`src/rtl/stopwatch_ctrl.sv`:
```
// rtl/stopwatch_ctrl.sv - start/stop/lap/clear stopwatch with csec/sec/min cascade
// Optional: define STOPWATCH_SATURATE_EN to stop at 59:59.99 instead of wrapping.
module stopwatch_ctrl #(
  parameter int TICK_DIV = 100000,
  parameter int TICK_W   = 17
) (
  input  logic       clk,
  input  logic       rst,
  input  logic       i_start_stop,
  input  logic       i_lap,
  input  logic       i_clear,
  output logic [6:0] o_csec,
  output logic [5:0] o_sec,
  output logic [5:0] o_min,
  output logic       o_running,
  output logic       o_lap_frozen,
  output logic       o_wrap
);

  typedef enum logic [1:0] {S_IDLE, S_RUN, S_LAP, S_PAUSE} state_e;

  state_e            state_q, state_d;
  logic [TICK_W-1:0] presc_q, presc_d;
  logic [6:0]        csec_q, csec_d, lap_csec_q, lap_csec_d;
  logic [5:0]        sec_q, sec_d, lap_sec_q, lap_sec_d;
  logic [5:0]        min_q, min_d, lap_min_q, lap_min_d;
  logic              wrap_q, wrap_d;
  logic              counting, tick, at_max, sat_hit, sat_block;

  assign counting = (state_q == S_RUN) || (state_q == S_LAP);
  assign tick     = counting && (presc_q == TICK_W'(TICK_DIV - 1));
  assign at_max   = (csec_q == 7'd99) && (sec_q == 6'd59) && (min_q == 6'd59);

`ifdef STOPWATCH_SATURATE_EN
  logic sat_q, sat_d;
  assign sat_hit   = tick && at_max;
  assign sat_block = sat_q;
  assign sat_d     = i_clear ? 1'b0 : (sat_q | sat_hit);
  always_ff @(posedge clk) begin
    if (rst) sat_q <= 1'b0;
    else     sat_q <= sat_d;
  end
`else
  assign sat_hit   = 1'b0;
  assign sat_block = 1'b0;
`endif

  always_ff @(posedge clk) begin
    if (rst) begin
      state_q    <= S_IDLE;
      presc_q    <= '0;
      csec_q     <= '0;
      sec_q      <= '0;
      min_q      <= '0;
      lap_csec_q <= '0;
      lap_sec_q  <= '0;
      lap_min_q  <= '0;
      wrap_q     <= 1'b0;
    end else begin
      state_q    <= state_d;
      presc_q    <= presc_d;
      csec_q     <= csec_d;
      sec_q      <= sec_d;
      min_q      <= min_d;
      lap_csec_q <= lap_csec_d;
      lap_sec_q  <= lap_sec_d;
      lap_min_q  <= lap_min_d;
      wrap_q     <= wrap_d;
    end
  end

  // Priority: clear > limit reached > start_stop > lap.
  always_comb begin
    state_d = state_q;
    if (i_clear) begin
      state_d = S_IDLE;
    end else if (sat_hit) begin
      state_d = S_PAUSE;
    end else begin
      case (state_q)
        S_IDLE:  if (i_start_stop) state_d = S_RUN;
        S_RUN:   if (i_start_stop) state_d = S_PAUSE;
                 else if (i_lap)   state_d = S_LAP;
        S_LAP:   if (i_start_stop) state_d = S_PAUSE;
                 else if (i_lap)   state_d = S_RUN;
        S_PAUSE: if (i_start_stop && !sat_block) state_d = S_RUN;
        default: state_d = S_IDLE;
      endcase
    end
  end

  always_comb begin
    presc_d    = presc_q;
    csec_d     = csec_q;
    sec_d      = sec_q;
    min_d      = min_q;
    lap_csec_d = lap_csec_q;
    lap_sec_d  = lap_sec_q;
    lap_min_d  = lap_min_q;
    wrap_d     = 1'b0;
    if (i_clear) begin
      presc_d    = '0;
      csec_d     = '0;
      sec_d      = '0;
      min_d      = '0;
      lap_csec_d = '0;
      lap_sec_d  = '0;
      lap_min_d  = '0;
    end else begin
      if (tick) begin
        presc_d = '0;
        wrap_d  = at_max;
        if (!sat_hit) begin
          if (csec_q == 7'd99) begin
            csec_d = '0;
            if (sec_q == 6'd59) begin
              sec_d = '0;
              min_d = (min_q == 6'd59) ? 6'd0 : min_q + 6'd1;
            end else begin
              sec_d = sec_q + 6'd1;
            end
          end else begin
            csec_d = csec_q + 7'd1;
          end
        end
      end else if (counting) begin
        presc_d = presc_q + TICK_W'(1);
      end
      // Latch the pre-tick registered value on entry to LAP.
      if (state_q == S_RUN && state_d == S_LAP) begin
        lap_csec_d = csec_q;
        lap_sec_d  = sec_q;
        lap_min_d  = min_q;
      end
    end
  end

  always_comb begin
    o_lap_frozen = (state_q == S_LAP);
    o_running    = counting;
    o_wrap       = wrap_q;
    o_csec       = o_lap_frozen ? lap_csec_q : csec_q;
    o_sec        = o_lap_frozen ? lap_sec_q  : sec_q;
    o_min        = o_lap_frozen ? lap_min_q  : min_q;
  end

endmodule
```
`config.mk`:
```
export PLATFORM = sky130hd
export DESIGN_NAME = stopwatch_ctrl
export DESIGN_NICKNAME = d
export VERILOG_FILES = /design/src/rtl/stopwatch_ctrl.sv
export SDC_FILE = /design/constraint.sdc
export NUM_CORES = 1
export LEC_CHECK = 0
export CAP_MARGIN = 30
export CELL_PAD_IN_SITES_DETAIL_PLACEMENT = 1
export CELL_PAD_IN_SITES_GLOBAL_PLACEMENT = 1
export CORE_UTILIZATION = 30
export CTS_BUF_LIST = sky130_fd_sc_hd__clkbuf_8
export CTS_CLUSTER_SIZE = 24
export DETAILED_ROUTE_END_ITERATION = 16
export GPL_ROUTABILITY_DRIVEN = 0
export PLACE_DENSITY = 0.69
export SLEW_MARGIN = 5
export SYNTH_ARGS = -nofsm -noshare
export SYNTH_HDL_FRONTEND = slang
export SYNTH_SLANG_ARGS = --single-unit
```
`constraint.sdc`:
```
create_clock -name clk -period 2.24 [get_ports clk]
set_input_delay 0.448 -clock clk [delete_from_list [all_inputs] [get_ports clk]]
set_output_delay 0.448 -clock clk [all_outputs]
set_load 0.05 [all_outputs]
```
==> flow_results.org <==
** Floorplanning
- CORE AREA :: 9280 um2
- The floorplan has 35 rows.
- Initial core utilization :: 0.312
- Overall die height :: 100 um
- Top-level I/O count :: 27
- Width of the chip :: 100 um
- The die covers 10000 um2.

** CTS
- The tree is rooted in a clkbuf_8.
- CTS Hold Bufs :: 0
- TritonCTS created 9 clock buffers.
- TritonCTS built the clock tree.
- No sink is reached through more buffers than the 2 on the longest clock path.
- Clock edge transition at the registers on the reported setup and hold paths :: 0.07 ns
- CTS saw 58 sinks.
- Once the clock tree was built, the setup fixing pass inserted 0 buffers.
- Clock H-tree levels :: 3
- Clock latency reported for the late side of the worst-skew pair :: 0.35 ns

** STA
- For the pin with the worst max-slew slack, the measured transition is 0.498 ns.
- Setup WS post-layout :: 0.0652 ns
- Hold is met by 0.494 ns.
- Number of max-slew violations in the final report :: 0
- Across the routed clock network, the largest skew measured is 0.00961 ns.
- The count of endpoints failing hold in the final timing report is 0.
- Tightest slew margin relative to the limit :: 0.667
- Upper clock frequency limit :: 460 MHz
- Setup repair after global routing missed its margin :: false
- Share of the cycle needed by the critical path after routing :: 0.971
- Final setup violation count :: 0
- The smallest clock period supported by the final layout is computed as 2.17 ns.
- After routing, the total negative slack on setup checks comes to 0 ns.

** Synth
- Number of warnings reported in the yosys synthesis log :: 0
- The number of nets in the synthesized netlist is 333.
- Of the post-synthesis cell area, the dominant cell type holds 0.401.
- Counting every instance in the synthesized netlist gives 322.
- The synthesized design contains 0 enable-type register cells.
- After synthesis, the cell types taking the most area are dfxtp_1 (40%), mux2i_1 (6.9%), mux2_2 (6.6%).
- Synthesis instantiated 48 different standard cells from the library.
- The largest total area in the synthesized netlist belongs to dfxtp_1.
- For this run, the register share of the synthesized area comes to 0.401.
- The average instance in the mapped netlist occupies 8.99 um2.
- Number of register bits inferred by synthesis :: 58
- The most used flip-flop cell after synthesis is dfxtp_1.
- In the synthesized netlist the async set-or-reset flop fraction comes to 0.
- The cell area that synthesis handed to floorplanning was 2890 um2.

** Hold path
- Along the worst hold path, the cell count comes to 2.
- The path with the worst hold slack has its endpoint at lap_min_q[5].
- Type of the most critical hold path :: reg2reg
- In this run the most critical hold path is launched from lap_min_q[5].

** Setup path
- Crit Path Class :: reg2out
- Depth of the worst register-to-register path :: 7
- RR Endpoint :: sec_q[3]
- The startpoint identified for the worst register-to-register timing path is state_q[0].
- In this run the register-to-register setup slack is 0.13 ns.
- Of all nets on the critical path, the largest fanout is 21.
- Type of destination of the critical path :: output pin
- At the worst endpoint, the arrival time is 1.73 ns.
- Data on the critical path is required at its endpoint by 1.79 ns.
- Kind of start point of the critical path :: flip-flop

** Power
- Dividing total power by cell area gives a power density of 577 nW/um2.
- Design Power :: 2.09 mW
- VDD IR max :: 0.295 mV
- Cell leakage power :: 1.25 nW

** Place
- The number of placed instances, taps included, is 476.
- DP HPWL :: 5.08 mm
- The count of buffers added on input and output ports is 26.
- Once placement finished, the instance area stood at 3400 um2.
- Place WS :: -0.0375 ns

** Layout
- Leaving out fill and tap cells, the most frequent cell in the layout is dfxtp_1.
- The finished cells cover 3620 um2.
- Final Instance Count excl. Fillers :: 491
- Commonest cells after routing, fill and taps aside :: dfxtp_1 (57), nor2_1 (44), buf_4 (34), mux2i_1 (20)
- Of the cells placed in the final design, the portion with a size suffix greater than 1 is 0.229.
- Fill cells in the final layout number 1099.
- The number of antenna diodes in the final layout is 0.
- The area growth from synthesis to layout is 24.9%.
- Once layout is complete, the utilization of the core stands at 0.389.
- In the final design database the tool counted 369 nets.

** Detailed routing
- Total wirelength of the detailed-routed design :: 7.38 mm
- In the final routed layout, each cell accounts on average for 15.0 um.
- Once detail routing completed, the nets flagged for antenna violations numbered 0.
- Number of iterations in the first detailed-routing pass :: 4
- Across all layers, the routed design uses 2511 vias.
- The detailed router finished its first iteration with 97 violations.
- DRC :: 0
- Routed vias/inst :: 5.11

** Status
- Status :: complete, no violations

** GRT
- Total global-route track usage :: 0.163
- Pin count of the biggest net entering global routing :: 30
- Vias in the first global route :: 2587
- The number of antenna violations at the first check in global routing was 0.
- First-pass GRT wire length :: 12.8 mm
- Global routing finished with a remaining overflow of 0.

** Job
- Max capacitance violation total :: 0
cell usage after synthesis, types with 3 or more instances:
cell type and count:
dfxtp_1 58, ha_1 6, nand2_1 15, clkbuf_1 13, a21oi_1 14, or4_1 6
and3_1 5, nor2b_1 3, buf_2 5, nor2_1 44, xor2_1 4, nor3_1 8
xnor2_1 12, mux2_2 17, o31ai_1 10, or3_1 4, nand4_1 17, o21ai_0 8
mux2i_1 20, and2_1 3, nor4_1 8, inv_1 7, nand3_1 6
metal layers:
| layer | vias to the layer above | part of all wire | global-route usage |
|---|---|---|---|
| met2 | 34 | 0.46 | 0.259 |
| met4 | 0 | 0.012 | 0.0580 |
| met1 | 1222 | 0.50 | 0.212 |
| met5 | - | 0 | 0 |
| li1 | 1249 | - | - |
| met3 | 6 | 0.030 | 0.0467 |
worst max path at each step:
stage               startpoint            to  slack, ns  cells after the start
finish              state_q[0]     o_csec[6]       0.07                      5
global route        state_q[0]     o_csec[6]      0.007                      5
CTS                 state_q[0]     o_csec[6]       0.03                      5
detailed placement       i_lap  lap_min_q[1]      -0.04                      6
global placement         i_lap  lap_sec_q[5]       0.06                      6
floorplan           state_q[1]      o_min[2]      -0.07                      5
flip-flops by register name (all words and copies together), names as in the netlist:
register and flops:
csec_q 7, lap_csec_q 7, lap_min_q 6, lap_sec_q 6
min_q 6, o_wrap 1, presc_q 17, sec_q 6
state_q 2
kinds of logic after synthesis:
kind of cell    count (synthesis)  share of synthesized area
fa+ha+maj                       6                     0.0259
simple gates                  130                      0.240
mux                            37                      0.135
buf+inv                        27                     0.0389
xor+xnor                       16                     0.0484
flops                          58                      0.401
compound gates                 48                      0.110
what timing repair did:
item,4_1_cts,5_1_grt
setup endpoints to repair,15,3
pin swaps,0,1
cloned,0,0
gates resized for setup,1,3
endpoints found under the hold margin,0,0
layout make-up:
| type | count | area, um2 | share of cell area |
|---|---|---|---|
| clock buffer | 10 | 138 | 0.0381 |
| multi-input combinational | 237 | 1650 | 0.456 |
| timing repair buffer | 45 | 425 | 0.118 |
| inverter | 7 | 26.3 | 0.00727 |
| clock inverter | 5 | 55.1 | 0.0152 |
| sequential | 58 | 1160 | 0.321 |
| tap | 129 | 161 | 0.0446 |
report_power, final:
part / internal, mW / switching (mW) / leakage [nW]
Clock: 0.533 / 0.435 / 0.0941
Combinational: 0.0353 / 0.0493 / 0.684
Sequential: 1.03 / 0.00189 / 0.468
Total: 1.60 / 0.487 / 1.25
critical path, cell delays in order (launching register included):
cell and delay, ns:
dfxtp_2 0.33, inv_1 0.09, ha_4 0.20, buf_12 0.18, mux2_2 0.37, buf_4 0.20
No activity file was read; power rests on OpenSTA's default activity.
